[config.mk]
export PLATFORM = sky130hd
export DESIGN_NAME = rx_frame_collect
export DESIGN_NICKNAME = d
export VERILOG_FILES = /design/src/rtl/rx_frame_collect_pkg.sv /design/src/rtl/rx_out_fifo.sv /design/src/rtl/rx_frame_collect.sv
export SDC_FILE = /design/constraint.sdc
export NUM_CORES = 1
export LEC_CHECK = 0
export ABC_AREA = 1
export BUFFER_PORTS_ARGS = -buffer_cell sky130_fd_sc_hd__buf_2
export CORE_UTILIZATION = 55
export DETAILED_ROUTE_END_ITERATION = 8
export GPL_ROUTABILITY_DRIVEN = 0
export PLACE_DENSITY = 0.72
export SLEW_MARGIN = 20
export SYNTH_ARGS = -nofsm -noshare
export SYNTH_HDL_FRONTEND = slang
export SYNTH_SLANG_ARGS = --single-unit
[constraint.sdc]
create_clock -name clk -period 3.1 [get_ports clk]
set_input_delay 0 -clock clk [delete_from_list [all_inputs] [get_ports clk]]
set_output_delay 0 -clock clk [all_outputs]
set_load 0.05 [all_outputs]
[src/rtl/rx_frame_collect_pkg.sv]
// System-wide port/frame parameters (the generate_parameter.vh set) shared by the
// rx_frame_collect slice, plus the per-source context state type.
package rx_frame_collect_pkg;

  localparam int WIDTH_SEL      = 3;
  localparam int PORT_NUB       = 8;
  localparam int DATA_WIDTH     = 16;
  localparam int WIDTH_LENGTH   = 4;
  localparam int WIDTH_CRC      = 4;
  localparam int WIDTH_PRIORITY = 2;
  localparam int WIDTH_PORT     = WIDTH_SEL + DATA_WIDTH;

  // Length field position inside the header payload
  localparam int LEN_LSB = WIDTH_CRC + WIDTH_PRIORITY;
  localparam int LEN_MSB = LEN_LSB + WIDTH_LENGTH - 1;

  // Egress word: {sop, eop, src, payload}
  localparam int FIFO_W = 2 + WIDTH_SEL + DATA_WIDTH;

  typedef enum logic {
    CTX_IDLE = 1'b0,
    CTX_BUSY = 1'b1
  } ctx_state_t;

  function automatic logic [WIDTH_LENGTH-1:0] hdr_len(input logic [DATA_WIDTH-1:0] payload);
    return payload[LEN_MSB:LEN_LSB];
  endfunction

endpackage

[src/rtl/rx_out_fifo.sv]
// Synchronous show-ahead egress FIFO with occupancy output. A push while full is
// taken only when a pop happens in the same cycle.
module rx_out_fifo #(
  parameter int WIDTH = 8,
  parameter int DEPTH = 16
) (
  input  logic                     clk,
  input  logic                     rst_n,
  input  logic                     i_push,
  input  logic                     i_pop,
  input  logic [WIDTH-1:0]         i_wdata,
  output logic [WIDTH-1:0]         o_rdata,
  output logic                     o_empty,
  output logic                     o_full,
  output logic [$clog2(DEPTH):0]   o_count
);

  localparam int AW = $clog2(DEPTH);
  localparam int CW = AW + 1;

  logic [WIDTH-1:0] r_mem [DEPTH];
  logic [AW-1:0]    r_wr_ptr;
  logic [AW-1:0]    r_rd_ptr;
  logic [CW-1:0]    r_count;
  logic             w_wr;
  logic             w_rd;

  assign o_empty = (r_count == '0);
  assign o_full  = (r_count == CW'(DEPTH));
  assign o_count = r_count;
  assign o_rdata = r_mem[r_rd_ptr];

  assign w_rd = i_pop && !o_empty;
  assign w_wr = i_push && (!o_full || w_rd);

  // Storage is not reset; the consumer gates the read data with o_empty.
  always_ff @(posedge clk) begin
    if (w_wr) r_mem[r_wr_ptr] <= i_wdata;
  end

  always_ff @(posedge clk or negedge rst_n) begin
    if (!rst_n) begin
      r_wr_ptr <= '0;
      r_rd_ptr <= '0;
      r_count  <= '0;
    end else begin
      if (w_wr) r_wr_ptr <= r_wr_ptr + AW'(1);
      if (w_rd) r_rd_ptr <= r_rd_ptr + AW'(1);
      r_count <= r_count + CW'(w_wr) - CW'(w_rd);
    end
  end

endmodule

[src/rtl/rx_frame_collect.sv]
// Per-source frame reassembly for one switch port: tags words with sop/eop and
// buffers them in rx_out_fifo. Optional macro RX_FRAME_CNT_EN adds frame_cnt.
module rx_frame_collect
  import rx_frame_collect_pkg::*;
#(
  parameter int NUB        = 0,
  parameter int FIFO_DEPTH = 16
) (
  input  logic                  clk,
  input  logic                  rst_n,
  input  logic                  valid_in,
  input  logic [WIDTH_SEL-1:0]  nub_in,
  input  logic [WIDTH_PORT-1:0] data_in,
  output logic                  keep_out,
  output logic                  m_valid,
  input  logic                  m_ready,
  output logic [DATA_WIDTH-1:0] m_data,
  output logic [WIDTH_SEL-1:0]  m_src,
  output logic                  m_sop,
  output logic                  m_eop,
  output logic [PORT_NUB-1:0]   done_out,
`ifdef RX_FRAME_CNT_EN
  output logic [31:0]           frame_cnt,
`endif
  output logic                  err_out
);

  localparam logic [WIDTH_SEL-1:0] NUB_SEL = WIDTH_SEL'(NUB);
  localparam int                   CW      = $clog2(FIFO_DEPTH) + 1;

  ctx_state_t              r_state     [PORT_NUB];
  ctx_state_t              w_state_nxt [PORT_NUB];
  logic [WIDTH_LENGTH-1:0] r_cnt       [PORT_NUB];
  logic [WIDTH_LENGTH-1:0] w_cnt_nxt   [PORT_NUB];

  logic [WIDTH_SEL-1:0]    w_dest;
  logic [DATA_WIDTH-1:0]   w_payload;
  logic [WIDTH_LENGTH-1:0] w_len;
  logic                    w_match;
  logic                    w_sop;
  logic                    w_eop;
  logic                    w_push;
  logic                    w_pop;
  logic                    w_empty;
  logic                    w_full;
  logic [CW-1:0]           w_count;
  logic [CW-1:0]           w_occ_nxt;
  logic [FIFO_W-1:0]       w_rdata;
  logic                    w_err_nxt;
  logic [PORT_NUB-1:0]     w_done_nxt;

  logic                    r_keep;
  logic                    r_err;
  logic [PORT_NUB-1:0]     r_done;

  assign {w_dest, w_payload} = data_in;
  assign w_len   = hdr_len(w_payload);
  assign w_match = valid_in && (w_dest == NUB_SEL);

  // Context next-state: headers open a frame, body words count it down.
  always_comb begin
    w_state_nxt = r_state;
    w_cnt_nxt   = r_cnt;
    w_sop       = 1'b0;
    w_eop       = 1'b0;
    if (w_match) begin
      if (r_state[nub_in] == CTX_IDLE) begin
        w_sop              = 1'b1;
        w_eop              = (w_len == '0);
        w_cnt_nxt[nub_in]  = w_len;
        w_state_nxt[nub_in] = w_eop ? CTX_IDLE : CTX_BUSY;
      end else begin
        w_eop             = (r_cnt[nub_in] == WIDTH_LENGTH'(1));
        w_cnt_nxt[nub_in] = r_cnt[nub_in] - WIDTH_LENGTH'(1);
        if (w_eop) w_state_nxt[nub_in] = CTX_IDLE;
      end
    end
  end

  always_ff @(posedge clk or negedge rst_n) begin
    if (!rst_n) begin
      for (int i = 0; i < PORT_NUB; i++) begin
        r_state[i] <= CTX_IDLE;
        r_cnt[i]   <= '0;
      end
    end else begin
      r_state <= w_state_nxt;
      r_cnt   <= w_cnt_nxt;
    end
  end

  // Egress handshake: a word moves when m_valid and m_ready are both high in the
  // same cycle; m_* hold while m_valid is high and m_ready is low.
  assign w_pop  = m_ready && !w_empty;
  assign w_push = w_match && (!w_full || w_pop);

  // Framing advances even when the FIFO drops the word, so later words stay aligned.
  always_comb begin
    w_done_nxt = '0;
    w_err_nxt  = (valid_in && !w_match) || (w_match && !w_push);
    if (w_match && w_eop) w_done_nxt[nub_in] = 1'b1;
  end

  assign w_occ_nxt = w_count + CW'(w_push) - CW'(w_pop);

  always_ff @(posedge clk or negedge rst_n) begin
    if (!rst_n) begin
      r_keep <= 1'b0;
      r_err  <= 1'b0;
      r_done <= '0;
    end else begin
      r_keep <= (w_occ_nxt >= CW'(FIFO_DEPTH - 2));
      r_err  <= w_err_nxt;
      r_done <= w_done_nxt;
    end
  end

  rx_out_fifo #(
    .WIDTH (FIFO_W),
    .DEPTH (FIFO_DEPTH)
  ) u_fifo (
    .clk     (clk),
    .rst_n   (rst_n),
    .i_push  (w_push),
    .i_pop   (w_pop),
    .i_wdata ({w_sop, w_eop, nub_in, w_payload}),
    .o_rdata (w_rdata),
    .o_empty (w_empty),
    .o_full  (w_full),
    .o_count (w_count)
  );

  assign m_valid = !w_empty;
  assign {m_sop, m_eop, m_src, m_data} = w_empty ? '0 : w_rdata;
  assign keep_out = r_keep;
  assign err_out  = r_err;
  assign done_out = r_done;

`ifdef RX_FRAME_CNT_EN
  logic [31:0] r_frame_cnt;

  always_ff @(posedge clk or negedge rst_n) begin
    if (!rst_n)                r_frame_cnt <= '0;
    else if (w_push && w_eop)  r_frame_cnt <= r_frame_cnt + 32'd1;
  end

  assign frame_cnt = r_frame_cnt;
`endif

endmodule

==> insert_results.sql, run 1 <==
INSERT INTO impl_metrics (metric_group, metric, value, unit) VALUES
('run_status', 'status', 'finished clean', ''),
('timing', 'setup_violations', '0', ''),
('detailed_routing', 'drc', '0', ''),
('cts', 'cts_tree', 'built', ''),
('finish', 'share_of_layout_cells_above_drive_strength_1', '12.5', '%'),
('setup_path', 'r2r_setup_slack', '350', 'ps'),
('timing', 'drv_slew', '0', ''),
('timing', 'grt_setup_unrepaired', 'false', ''),
('power', 'power-per-cell-area', '901', 'nW/um2'),
('timing', 'timing.max_slew.rel_slack', '49.7', '%'),
('global_routing', 'grt_antenna_before_repair', '0', ''),
('global_routing', 'grt_start_max_net_pins', '87', ''),
('floorplanning', 'design.die.area', '31000', 'um2'),
('setup_path', 'reg2reg_to', 'keep_out$_DFF_PN0_', ''),
('hold_path', 'min_from', 'nub_in[1]', ''),
('cts', 'clockBufferDepth', '3', ''),
('placement', 'dp_slack', '387', 'ps'),
('finish', 'signed_area_change_from_the_synthesized_netlist_to_the_final_layout', '14.9', '%'),
('synthesis', 'synth_fp_nets', '1483', ''),
('hold_path', 'timing.hold.worst_endpoint', 'u_fifo.r_mem[14][17]$_DFFE_PP_', ''),
('setup_path', 'crit_fanout', '49', ''),
('timing', 'final.period_utilization', '95.1', '%'),
('setup_path', 'crit-reg2reg-launch', 'u_fifo.o_count[2]$_DFF_PN0_', ''),
('synthesis', 'synth-edff-count', '336', ''),
('synthesis', 'synthCells', '1439', ''),
('timing', 'final.min_clock_period', '2950', 'ps'),
('hold_path', 'hold_class', 'in2reg', ''),
('cts', 'cts_htree_levels', '2', ''),
('placement', 'numPlacedInstances', '1856', ''),
('timing', 'hold_viol', '0', ''),
('synthesis', 'yosysSeqAreaShare', '70.0', '%'),
('floorplanning', 'placementRows', '63', ''),
('finish', 'design.final.nets', '1573', ''),
('power', 'vdd_ir_drop_max', '564', 'uV'),
('global_routing', 'via_count_of_the_first_global_routing_pass', '11400', ''),
('timing', 'setup_ws', '151', 'ps'),
('synthesis', 'syn_avg_cell_area', '11.6', 'um2'),
('detailed_routing', 'wl_per_cell', '21.1', 'um'),
('setup_path', 'cp.arrival', '2950', 'ps'),
('setup_path', 'critical_path.endpoint_type', 'output port', ''),
('global_routing', 'global_route_wire_length_before_repair', '63500', 'um'),
('timing', 'finalSetupTns', '0', 'ps'),
('detailed_routing', 'drt_iter0_markers', '1339', ''),
('synthesis', 'synth_warnings', '0', ''),
('setup_path', 'timing.critical_path.from', 'u_fifo.r_rd_ptr[0]$_DFFE_PN0P_', ''),
('global_routing', 'groute.usage.overall', '27.1', '%'),
('detailed_routing', 'route.detailed.vias_per_inst', '5.94', ''),
('floorplanning', 'start_util', '56.1', '%'),
('finish', 'fillers', '2172', ''),
('timing', 'worst_clock_skew', '16.2', 'ps'),
('finish', 'final_cell_area', '19100', 'um2'),
('setup_path', 'worstRegToRegCells', '16', ''),
('detailed_routing', 'ant_nets', '0', ''),
('detailed_routing', 'total_via_count_in_the_routed_design', '11600', ''),
('detailed_routing', 'detail_route.first_pass.iterations', '7', ''),
('power', 'static-leakage-power', '7.10', 'nW'),
('hold_path', 'hold_depth', '2', ''),
('floorplanning', 'die_height', '176', 'um'),
('setup_path', 'required_time_at_the_endpoint_of_the_critical_path', '3100', 'ps'),
('synthesis', 'synth-main-ff-cell', 'sky130_fd_sc_hd__edfxtp_1', ''),
('cts', 'clk_latency', '530', 'ps'),
('cts', 'cts_buffers', '41', ''),
('finish', 'final_util', '64.4', '%'),
('detailed_routing', 'routed_wl', '41200', 'um'),
('timing', 'worst-slew-pin-transition', '753', 'ps'),
('finish', 'instances_no_fill', '1950', ''),
('placement', 'detailedPlacementHpwl', '23600', 'um'),
('cts', 'ctsRootBufferMaster', 'sky130_fd_sc_hd__clkbuf_16', ''),
('setup_path', 'crit_type', 'reg2out', ''),
('cts', 'cts.sinks', '399', ''),
('synthesis', 'postSynthRegisterBits', '399', ''),
('flow_run', 'timing.max_cap.violations', '0', ''),
('cts', 'post_cts_buffers', '0', ''),
('placement', 'port_buffers', '57', ''),
('floorplanning', 'top_level_ports', '58', ''),
('timing', 'max_freq', '0.339', 'GHz'),
('setup_path', 'nature_of_the_critical_path_startpoint', 'flop', ''),
('synthesis', 'async_reset_ff_share', '15.8', '%'),
('synthesis', 'synthDistinctLibCells', '27', ''),
('global_routing', 'grt.overflow.total', '0', ''),
('cts', 'clkTransAtPathRegs', '60', 'ps'),
('placement', 'placed_area', '17600', 'um2'),
('finish', 'n_antenna_cell', '0', ''),
('synthesis', 'mapped_cell_area', '16700', 'um2'),
('floorplanning', 'core-area', '29700', 'um2'),
('floorplanning', 'dieWidth', '176', 'um');
==> layout make-up <==
cell class                 instances  area, um2  area share [%]
clock buffer                      45       1040            5.44
timing repair buffer             128        962            5.03
clock inverter                    29        298            1.56
tap                              390        488            2.55
inverter                          79        304            1.59
multi-input combinational        880       4380            22.9
sequential                       399      11700            61.0
==> sequential cells by signal (all words and copies together), names as in the netlist <==
| register | count |
|---|---|
| done_out | 8 |
| err_out | 1 |
| keep_out | 1 |
| r_cnt | 32 |
| r_state | 8 |
| u_fifo.o_count | 5 |
| u_fifo.r_mem | 336 |
| u_fifo.r_rd_ptr | 4 |
| u_fifo.r_wr_ptr | 4 |
==> worst max path at each step <==
stage | depth (start not counted) | to | slack, ps
6_report | 7 | m_eop | 150
5_1_grt | 9 | m_data[0] | 20
4_1_cts | 7 | m_eop | 40
3_5_place_dp | 16 | keep_out$_DFF_PN0_ | 390
3_3_place_gp | 16 | keep_out$_DFF_PN0_ | 560
2_1_floorplan | 11 | u_fifo.r_mem[11][0]$_DFFE_PP_ | 100
==> layer usage <==
layer	global-route usage (%)	wire, um	share of wire, %	vias up
met5	0	0	0	-
met2	45.0	19900	48	540
met3	3.85	3330	8.1	97
met1	36.5	16600	40	5656
li1	-	-	-	5290
met4	9.75	1340	3.2	0
==> report_power, final <==
part           total, mW  internal, mW  switching, mW
Clock               4.90          2.93           1.97
Sequential          6.31          6.04          0.271
Combinational       6.03          1.70           4.33
Total               17.2          10.7           6.58
==> worst max-delay path, cell delays in order (launching register included) <==
cell and delay, ps:
sky130_fd_sc_hd__dfrtp_4 710, sky130_fd_sc_hd__inv_4 320, sky130_fd_sc_hd__buf_6 320, sky130_fd_sc_hd__o21ai_0 130
sky130_fd_sc_hd__o221ai_1 260, sky130_fd_sc_hd__nand3_1 110, sky130_fd_sc_hd__a21oi_1 240, sky130_fd_sc_hd__buf_2 310
==> Yosys cell counts (4+ instances only) <==
cell / n / area (um2)
sky130_fd_sc_hd__o21ai_0: 221 / 1110
sky130_fd_sc_hd__o221ai_1: 60 / 526
sky130_fd_sc_hd__clkbuf_1: 59 / 221
sky130_fd_sc_hd__inv_1: 73 / 274
sky130_fd_sc_hd__nand3_1: 61 / 305
sky130_fd_sc_hd__nand2_1: 209 / 785
sky130_fd_sc_hd__a21oi_1: 24 / 120
sky130_fd_sc_hd__buf_6: 4 / 45.0
sky130_fd_sc_hd__nor2_1: 240 / 901
sky130_fd_sc_hd__o22ai_1: 24 / 150
sky130_fd_sc_hd__edfxtp_1: 336 / 10100
sky130_fd_sc_hd__xor2_1: 11 / 96.3
sky130_fd_sc_hd__buf_2: 17 / 85.1
sky130_fd_sc_hd__dfrtp_1: 63 / 1580
sky130_fd_sc_hd__clkinv_1: 5 / 18.8
sky130_fd_sc_hd__ha_1: 16 / 200
==> per-stage QoR <==
| stage | power, mW | hold WS [ps] |
|---|---|---|
| final | 17.2 | 18.6 |
| after global routing | 18.0 | 28.7 |
| after CTS | 17.3 | 9.74 |
| after detailed placement | 12.4 | 252 |
| after global placement | 12.3 | 247 |
| after floorplan | 10.5 | -296 |
==> what timing repair did <==
action / 4_1_cts / 5_1_grt
hold endpoints to repair: 310 / 0
setup endpoints to repair: 0 / 5
hold buffers: 20 / 0
gates resized for setup: 0 / 1
==> cell usage in the layout (no fill, tap or decap), types with 4 or more instances in the layout <==
cell | Yosys | layout
sky130_fd_sc_hd__nor2_1 | 240 | 224
sky130_fd_sc_hd__dlygate4sd3_1 | 0 | 20
sky130_fd_sc_hd__nor2_2 | 0 | 16
sky130_fd_sc_hd__inv_1 | 73 | 72
sky130_fd_sc_hd__nand3_1 | 61 | 61
sky130_fd_sc_hd__inv_6 | 1 | 4
sky130_fd_sc_hd__buf_12 | 0 | 7
sky130_fd_sc_hd__o21ai_0 | 221 | 221
sky130_fd_sc_hd__ha_1 | 16 | 16
sky130_fd_sc_hd__o221ai_1 | 60 | 60
sky130_fd_sc_hd__edfxtp_1 | 336 | 336
sky130_fd_sc_hd__clkbuf_16 | 0 | 41
sky130_fd_sc_hd__nand2_1 | 209 | 209
sky130_fd_sc_hd__o22ai_1 | 24 | 24
sky130_fd_sc_hd__buf_4 | 0 | 44
sky130_fd_sc_hd__clkbuf_1 | 59 | 4
sky130_fd_sc_hd__bufinv_16 | 0 | 6
sky130_fd_sc_hd__xor2_1 | 11 | 11
sky130_fd_sc_hd__a21oi_1 | 24 | 24
sky130_fd_sc_hd__dfrtp_1 | 63 | 61
sky130_fd_sc_hd__buf_2 | 17 | 56
sky130_fd_sc_hd__clkinv_1 | 5 | 15
sky130_fd_sc_hd__clkinv_2 | 0 | 7
==> cell families after synthesis <==
family	count (synthesis)	synth area share, %
AOI/OAI and AO/OA	330	11.5
adders and majority gates	18	1.44
buffers and inverters	160	3.94
xor gates and xnor gates	13	0.683
DFF	399	70.0
and+or+nand+nor	519	12.4
No activity file was read; power rests on OpenSTA's default activity.
==> run 2, diff against run 1 <==
CELL_PAD_IN_SITES_DETAIL_PLACEMENT = 2   (was default)
CELL_PAD_IN_SITES_GLOBAL_PLACEMENT = 2   (was default)
CORE_UTILIZATION = 38   (was 55)
PLACE_DENSITY = default   (was 0.72)
PLACE_DENSITY_LB_ADDON = 0.1   (was default)
clock period = 2.5 ns   (was 3.1 ns; I/O delays follow)
==> insert_results.sql, run 2 (same netlist as run 1, synthesis figures left out) <==
INSERT INTO impl_metrics (metric_group, metric, value, unit) VALUES
('global_routing', 'via_count_of_the_first_global_routing_pass', '13800', ''),
('timing', 'setup_ws', '-69.0', 'ps'),
('global_routing', 'global_route_wire_length_before_repair', '89900', 'um'),
('hold_path', 'hold_depth', '6', ''),
('hold_path', 'hold_class', 'in2reg', ''),
('timing', 'setup_violations', '9', ''),
('floorplanning', 'die_height', '211', 'um'),
('timing', 'timing.max_slew.rel_slack', '32.2', '%'),
('timing', 'worst_clock_skew', '28.6', 'ps'),
('placement', 'detailedPlacementHpwl', '31800', 'um'),
('timing', 'grt_setup_unrepaired', 'true', ''),
('setup_path', 'critical_path.top_delay_family', 'compound AO/OA/AOI/OAI gates', ''),
('finish', 'design.final.nets', '1659', ''),
('setup_path', 'critical_path.endpoint_type', 'output port', ''),
('timing', 'final.min_clock_period', '2570', 'ps'),
('timing', 'max_freq', '0.389', 'GHz'),
('finish', 'final_common_cell', 'sky130_fd_sc_hd__edfxtp_1', ''),
('finish', 'final_cell_mix', '336 x sky130_fd_sc_hd__edfxtp_1, 211 x sky130_fd_sc_hd__nor2_1, 203 x sky130_fd_sc_hd__nand2_1, 159 x sky130_fd_sc_hd__o21ai_0, 65 x sky130_fd_sc_hd__inv_1', ''),
('finish', 'largest_register_ff_count', '336', ''),
('cts', 'clkTransAtPathRegs', '70', 'ps'),
('detailed_routing', 'drc', '0', ''),
('detailed_routing', 'route.detailed.vias_per_inst', '5.70', ''),
('cts', 'cts.sinks', '399', ''),
('run_status', 'status', 'finished with violations', ''),
('detailed_routing', 'ant_nets', '0', ''),
('detailed_routing', 'detail_route.first_pass.iterations', '5', ''),
('detailed_routing', 'routed_wl', '64300', 'um'),
('hold_path', 'min_from', 'data_in[18]', ''),
('cts', 'clockBufferDepth', '3', ''),
('setup_path', 'reg2reg_to', 'u_fifo.r_mem[0][7]$_DFFE_PP_', ''),
('detailed_routing', 'drt_iter0_markers', '998', ''),
('power', 'vdd_ir_drop_max', '580', 'uV'),
('floorplanning', 'dieWidth', '211', 'um'),
('flow_run', 'timing.max_cap.violations', '0', ''),
('finish', 'regMostFlops', 'u_fifo.r_mem', ''),
('global_routing', 'grt_antenna_before_repair', '1', ''),
('setup_path', 'cp.arrival', '2570', 'ps'),
('setup_path', 'crit_fanout', '5', ''),
('power', 'power-per-cell-area', '1240', 'nW/um2'),
('setup_path', 'crit-reg2reg-launch', 'u_fifo.o_count[2]$_DFF_PN0_', ''),
('setup_path', 'nature_of_the_critical_path_startpoint', 'flop', ''),
('floorplanning', 'core-area', '43200', 'um2'),
('timing', 'final.period_utilization', '103', '%'),
('setup_path', 'crit_type', 'reg2out', ''),
('setup_path', 'timing.critical_path.slowest_cell_delay', '460', 'ps'),
('floorplanning', 'start_util', '38.6', '%'),
('setup_path', 'critical_path.slowest_cell', 'sky130_fd_sc_hd__dfrtp_2', ''),
('finish', 'signed_area_change_from_the_synthesized_netlist_to_the_final_layout', '29.3', '%'),
('placement', 'placed_area', '18100', 'um2'),
('power', 'static-leakage-power', '7.87', 'nW'),
('finish', 'n_antenna_cell', '0', ''),
('cts', 'cts_tree', 'built', ''),
('floorplanning', 'top_level_ports', '58', ''),
('cts', 'clk_latency', '610', 'ps'),
('floorplanning', 'design.die.area', '44700', 'um2'),
('global_routing', 'grt_start_max_net_pins', '54', ''),
('finish', 'layout_top_registers', 'u_fifo.r_mem x336, r_cnt x32', ''),
('global_routing', 'groute.usage.overall', '27.8', '%'),
('timing', 'drv_slew', '0', ''),
('floorplanning', 'placementRows', '76', ''),
('hold_path', 'timing.hold.worst_endpoint', 'u_fifo.r_wr_ptr[2]$_DFFE_PN0N_', ''),
('finish', 'final_cell_area', '21600', 'um2'),
('timing', 'hold_viol', '0', ''),
('setup_path', 'required_time_at_the_endpoint_of_the_critical_path', '2500', 'ps'),
('setup_path', 'r2r_setup_slack', '30', 'ps'),
('setup_path', 'worstRegToRegCells', '11', ''),
('finish', 'fillers', '4254', ''),
('finish', 'share_of_layout_cells_above_drive_strength_1', '23.1', '%'),
('setup_path', 'crit_buf_inv', '4', ''),
('finish', 'final_util', '49.9', '%'),
('placement', 'port_buffers', '57', ''),
('run_status', 'violations', 'setup timing', ''),
('cts', 'ctsRootBufferMaster', 'sky130_fd_sc_hd__clkbuf_16', ''),
('detailed_routing', 'wl_per_cell', '28.8', 'um'),
('timing', 'worst-slew-pin-transition', '1020', 'ps'),
('global_routing', 'grt.overflow.total', '0', ''),
('cts', 'cts_buffers', '45', ''),
('setup_path', 'timing.critical_path.mode_cell', 'sky130_fd_sc_hd__nor2_1', ''),
('cts', 'cts_htree_levels', '2', ''),
('timing', 'finalSetupTns', '-246', 'ps'),
('detailed_routing', 'total_via_count_in_the_routed_design', '12700', ''),
('setup_path', 'critical_path.cell_chain', 'buf_12, inv_12, buf_4, o21ai_0, o22ai_1, nor2_1, nor2_1, o21ai_2, a21oi_4, buf_6', '');
[run 2: metrics by stage]
step           instances  power [mW]  hold slack (ps)  setup slack [ps]
3_3_place_gp        2060        15.8             91.2             -16.3
3_5_place_dp        2060        16.1             98.6              -194
2_1_floorplan       1439        13.1             -296              9.69
4_1_cts             2204        25.0             13.1             -85.1
5_1_grt             2233        27.7             25.8              -169
6_report            2233        26.8             17.0             -69.0
[run 2: power breakdown]
| group | internal [mW] | switching [mW] |
|---|---|---|
| Clock | 3.39 | 2.89 |
| Sequential | 7.50 | 0.229 |
| Combinational | 4.85 | 7.95 |
| Total | 15.7 | 11.1 |
[run 2: metal layers]
| layer | vias to the layer above | track usage (%) | wire [um] |
|---|---|---|---|
| li1 | 5493 | - | - |
| met1 | 6682 | 34.5 | 26100 |
| met2 | 413 | 48.6 | 33000 |
| met3 | 127 | 4.39 | 3040 |
| met4 | 2 | 10.3 | 2190 |
| met5 | - | 0 | 13 |
[run 2: cell type report]
type | count | area [um2] | share of cell area (%)
clock buffer | 57 | 1190 | 5.53
sequential | 399 | 11700 | 54.2
timing repair inverter | 3 | 52.6 | 0.244
clock inverter | 23 | 134 | 0.621
tap | 585 | 732 | 3.40
inverter | 79 | 349 | 1.62
timing repair buffer | 196 | 2380 | 11.0
multi-input combinational | 891 | 5040 | 23.4
[run 2: worst max-delay path by stage]
stage | startpoint | end | slack [ps] | depth (start not counted)
final | u_fifo.r_rd_ptr[1]$_DFFE_PN0P_ | m_data[1] | -70 | 10
after global routing | u_fifo.r_rd_ptr[0]$_DFFE_PN0P_ | m_data[7] | -170 | 10
after CTS | u_fifo.r_rd_ptr[0]$_DFFE_PN0P_ | m_data[9] | -90 | 11
after detailed placement | u_fifo.o_count[2]$_DFF_PN0_ | u_fifo.r_mem[14][15]$_DFFE_PP_ | -190 | 12
after global placement | u_fifo.o_count[2]$_DFF_PN0_ | u_fifo.r_mem[4][15]$_DFFE_PP_ | -20 | 12
after floorplan | u_fifo.o_count[2]$_DFF_PN0_ | keep_out$_DFF_PN0_ | 10 | 16
[run 2: worst reg2reg max path, delay by kind of cell, from the launching register on]
| kind | cells | cell delay [ps] |
|---|---|---|
| flops | 1 | 380 |
| fa+ha+maj | 1 | 150 |
| buf+inv | 2 | 160 |
| simple gates | 8 | 1380 |
[run 2: timing repair]
action                                  in CTS  in global routing
endpoints found under the setup margin     267                166
gates cloned                                23                 18
hold buffers                                22                  0
buffers inserted                            19                 14
resized for setup                          137                152
hold endpoints to repair                   325                  0
pin swaps                                   46                 97
==> run 3, diff against run 2 <==
clock period = 2.2 ns   (was 2.5 ns; I/O delays follow)
==> insert_results.sql, run 3 (same netlist as run 1, synthesis figures left out) <==
INSERT INTO impl_metrics (metric_group, metric, value, unit) VALUES
('finish', 'final_cell_mix', '336 x sky130_fd_sc_hd__edfxtp_1, 202 x sky130_fd_sc_hd__nand2_1, 198 x sky130_fd_sc_hd__nor2_1, 114 x sky130_fd_sc_hd__o21ai_0, 101 x sky130_fd_sc_hd__buf_4', ''),
('finish', 'final_common_cell', 'sky130_fd_sc_hd__edfxtp_1', ''),
('finish', 'final_util', '53.7', '%'),
('cts', 'clkTransAtPathRegs', '60', 'ps'),
('detailed_routing', 'drc', '0', ''),
('hold_path', 'timing.hold.worst_endpoint', 'err_out$_DFF_PN0_', ''),
('cts', 'cts.sinks', '399', ''),
('timing', 'worst-slew-pin-transition', '939', 'ps'),
('detailed_routing', 'ant_nets', '0', ''),
('detailed_routing', 'detail_route.first_pass.iterations', '7', ''),
('finish', 'fillers', '4114', ''),
('global_routing', 'grt.overflow.total', '0', ''),
('power', 'p_switching', '14.0', 'mW'),
('power', 'vdd_ir_drop_max', '756', 'uV'),
('flow_run', 'timing.max_cap.violations', '0', ''),
('floorplanning', 'die_height', '211', 'um'),
('finish', 'layout_top_registers', 'u_fifo.r_mem x336, r_cnt x32', ''),
('global_routing', 'via_count_of_the_first_global_routing_pass', '14500', ''),
('timing', 'timing.max_slew.rel_slack', '37.3', '%'),
('setup_path', 'crit-reg2reg-launch', 'u_fifo.o_count[3]$_DFF_PN0_', ''),
('setup_path', 'timing.critical_path.mode_cell', 'sky130_fd_sc_hd__buf_12', ''),
('floorplanning', 'dieWidth', '211', 'um'),
('timing', 'setup_ws', '-441', 'ps'),
('setup_path', 'required_time_at_the_endpoint_of_the_critical_path', '2200', 'ps'),
('finish', 'multiInputGateArea', '5550', 'um2'),
('run_status', 'status', 'finished with violations', ''),
('cts', 'clk_latency', '600', 'ps'),
('finish', 'share_of_layout_cells_above_drive_strength_1', '31.9', '%'),
('power', 'fraction_of_power_consumed_by_the_clock_network', '22.1', '%'),
('setup_path', 'worstRegToRegCells', '17', ''),
('global_routing', 'groute.usage.overall', '30.9', '%'),
('setup_path', 'nature_of_the_critical_path_startpoint', 'flop', ''),
('floorplanning', 'start_util', '38.6', '%'),
('power', 'pwr-share-comb', '51.2', '%'),
('timing', 'final.period_utilization', '120', '%'),
('setup_path', 'critical_path.cell_chain', 'buf_12, buf_12, buf_12, o21ai_4, o22ai_2, nor2_1, nor2_1, o21ai_2, a21oi_2, buf_6', ''),
('cts', 'cts_tree', 'built', ''),
('timing', 'final.min_clock_period', '2640', 'ps'),
('power', 'power-per-cell-area', '1430', 'nW/um2'),
('power', 'fraction_of_power_spent_switching_nets', '42.2', '%'),
('floorplanning', 'design.die.area', '44700', 'um2'),
('setup_path', 'cp.arrival', '2640', 'ps'),
('setup_path', 'timing.critical_path.slowest_cell_delay', '510', 'ps'),
('timing', 'drv_slew', '0', ''),
('power', 'static-leakage-power', '8.56', 'nW'),
('run_status', 'violations', 'setup timing', ''),
('setup_path', 'critical_path.top_delay_family', 'buffers and inverters', ''),
('floorplanning', 'top_level_ports', '58', ''),
('setup_path', 'critical_path.endpoint_type', 'output port', ''),
('setup_path', 'crit_buf_inv', '4', ''),
('hold_path', 'hold_class', 'in2reg', ''),
('timing', 'setup_violations', '39', ''),
('detailed_routing', 'routed_wl', '75500', 'um'),
('hold_path', 'hold_depth', '7', ''),
('cts', 'ctsRootBufferMaster', 'sky130_fd_sc_hd__clkbuf_16', ''),
('finish', 'design.final.nets', '1755', ''),
('floorplanning', 'core-area', '43200', 'um2'),
('power', 'intPower', '19.1', 'mW'),
('detailed_routing', 'wl_per_cell', '32.4', 'um'),
('power', 'seqPwrFrac', '26.6', '%'),
('timing', 'hold_viol', '0', ''),
('setup_path', 'r2r_setup_slack', '-230', 'ps'),
('setup_path', 'critical_path.slowest_cell', 'sky130_fd_sc_hd__dfrtp_4', ''),
('detailed_routing', 'route.detailed.vias_per_inst', '5.90', ''),
('setup_path', 'crit_fanout', '7', ''),
('placement', 'port_buffers', '57', ''),
('timing', 'max_freq', '0.379', 'GHz'),
('finish', 'signed_area_change_from_the_synthesized_netlist_to_the_final_layout', '39.1', '%'),
('finish', 'n_antenna_cell', '0', ''),
('finish', 'largest_register_ff_count', '336', ''),
('detailed_routing', 'drt_iter0_markers', '1268', ''),
('timing', 'worst_clock_skew', '29.5', 'ps'),
('cts', 'cts_htree_levels', '2', ''),
('detailed_routing', 'total_via_count_in_the_routed_design', '13700', ''),
('setup_path', 'crit_type', 'reg2out', ''),
('global_routing', 'grt_antenna_before_repair', '2', ''),
('finish', 'regMostFlops', 'u_fifo.r_mem', ''),
('finish', 'sequential_cell_area', '11700', 'um2'),
('floorplanning', 'placementRows', '76', ''),
('setup_path', 'reg2reg_to', 'keep_out$_DFF_PN0_', ''),
('cts', 'clockBufferDepth', '3', ''),
('global_routing', 'global_route_wire_length_before_repair', '99400', 'um'),
('timing', 'grt_setup_unrepaired', 'true', ''),
('hold_path', 'min_from', 'm_ready', ''),
('cts', 'cts_buffers', '44', ''),
('power', 'total_power', '33.1', 'mW'),
('placement', 'detailedPlacementHpwl', '34700', 'um'),
('global_routing', 'grt_start_max_net_pins', '49', ''),
('placement', 'dp_slack', '-391', 'ps');
==> run 3: cell types whose count changed in the layout (fill, tap and decap cells not counted), moves of 9 or more <==
cell and change:
sky130_fd_sc_hd__o21ai_0 -45, sky130_fd_sc_hd__buf_4 +43, sky130_fd_sc_hd__buf_12 +36, sky130_fd_sc_hd__o21ai_2 +29
sky130_fd_sc_hd__o221ai_1 -17, sky130_fd_sc_hd__o221ai_2 +17, sky130_fd_sc_hd__buf_6 +16, sky130_fd_sc_hd__nor2_4 +16
sky130_fd_sc_hd__nor2_1 -13, sky130_fd_sc_hd__o21ai_1 +11, sky130_fd_sc_hd__buf_8 +9
==> run 3: area by class of cell <==
type / instances / area share [%]
flip-flops and latches: 399 / 50.4
clock buffers: 54 / 5.05
multi-input cells: 892 / 23.9
clock inverters: 25 / 0.632
inverters: 79 / 1.49
repair buffers: 295 / 15.4
well taps: 585 / 3.16
==> run 3: how the worst max path moves through the flow <==
stage                                        start                            end  slack [ps]  depth (start not counted)
floorplan              u_fifo.o_count[2]$_DFF_PN0_   u_fifo.r_mem[0][0]$_DFFE_PP_        -150                         11
global placement       u_fifo.o_count[2]$_DFF_PN0_  u_fifo.r_mem[5][13]$_DFFE_PP_        -250                         12
detailed placement     u_fifo.o_count[2]$_DFF_PN0_  u_fifo.r_mem[6][13]$_DFFE_PP_        -390                         12
CTS                 u_fifo.r_rd_ptr[0]$_DFFE_PN0P_                      m_data[4]        -330                         10
global route        u_fifo.r_rd_ptr[0]$_DFFE_PN0P_                      m_data[2]        -500                         11
finish              u_fifo.r_rd_ptr[0]$_DFFE_PN0P_                      m_data[4]        -440                         10
==> run 3: metrics by stage <==
step / instance area [um2] / cells / hold slack [ps] / setup TNS, ps
after floorplan: 16800 / 1439 / -296 / -49530
after global placement: 18500 / 2096 / -37.7 / -46490
after detailed placement: 18500 / 2096 / -31.2 / -83820
after CTS: 22200 / 2299 / 29.9 / -5690
after global routing: 23200 / 2329 / 104 / -12010
final: 23200 / 2329 / 72.3 / -7870
==> run 3: power groups by stage <==
stage / Sequential, mW / Combinational, mW / Clock, mW
2_1_floorplan: 8.83 / 6.06 / 0
3_3_place_gp: 8.89 / 9.97 / 0
3_5_place_dp: 8.90 / 10.4 / 0
4_1_cts: 8.79 / 14.4 / 7.07
5_1_grt: 8.84 / 17.6 / 7.62
6_report: 8.82 / 17.0 / 7.33
==> run 3: repair_timing <==
action,CTS,global route
gates cloned,29,9
buffers inserted,74,31
pin swaps,96,102
resized for setup,262,193
setup endpoints to repair,362,275
endpoints found under the hold margin,341,0
hold buffers,25,0
==> run 3: layer usage <==
layer | track usage, % | share of wire [%]
met5 | 0 | 0.032
met3 | 4.82 | 6.4
met4 | 11.1 | 4.8
met2 | 54.3 | 50
met1 | 38.4 | 39
==> run 3: worst register-to-register path, delay by kind of cell, from the launching register on <==
| kind | cells | cell delay (ps) |
|---|---|---|
| compound gates | 2 | 140 |
| simple gates | 6 | 520 |
| flops | 1 | 400 |
| fa+ha+maj | 4 | 750 |
| buf+inv | 4 | 340 |
| xor+xnor | 1 | 150 |
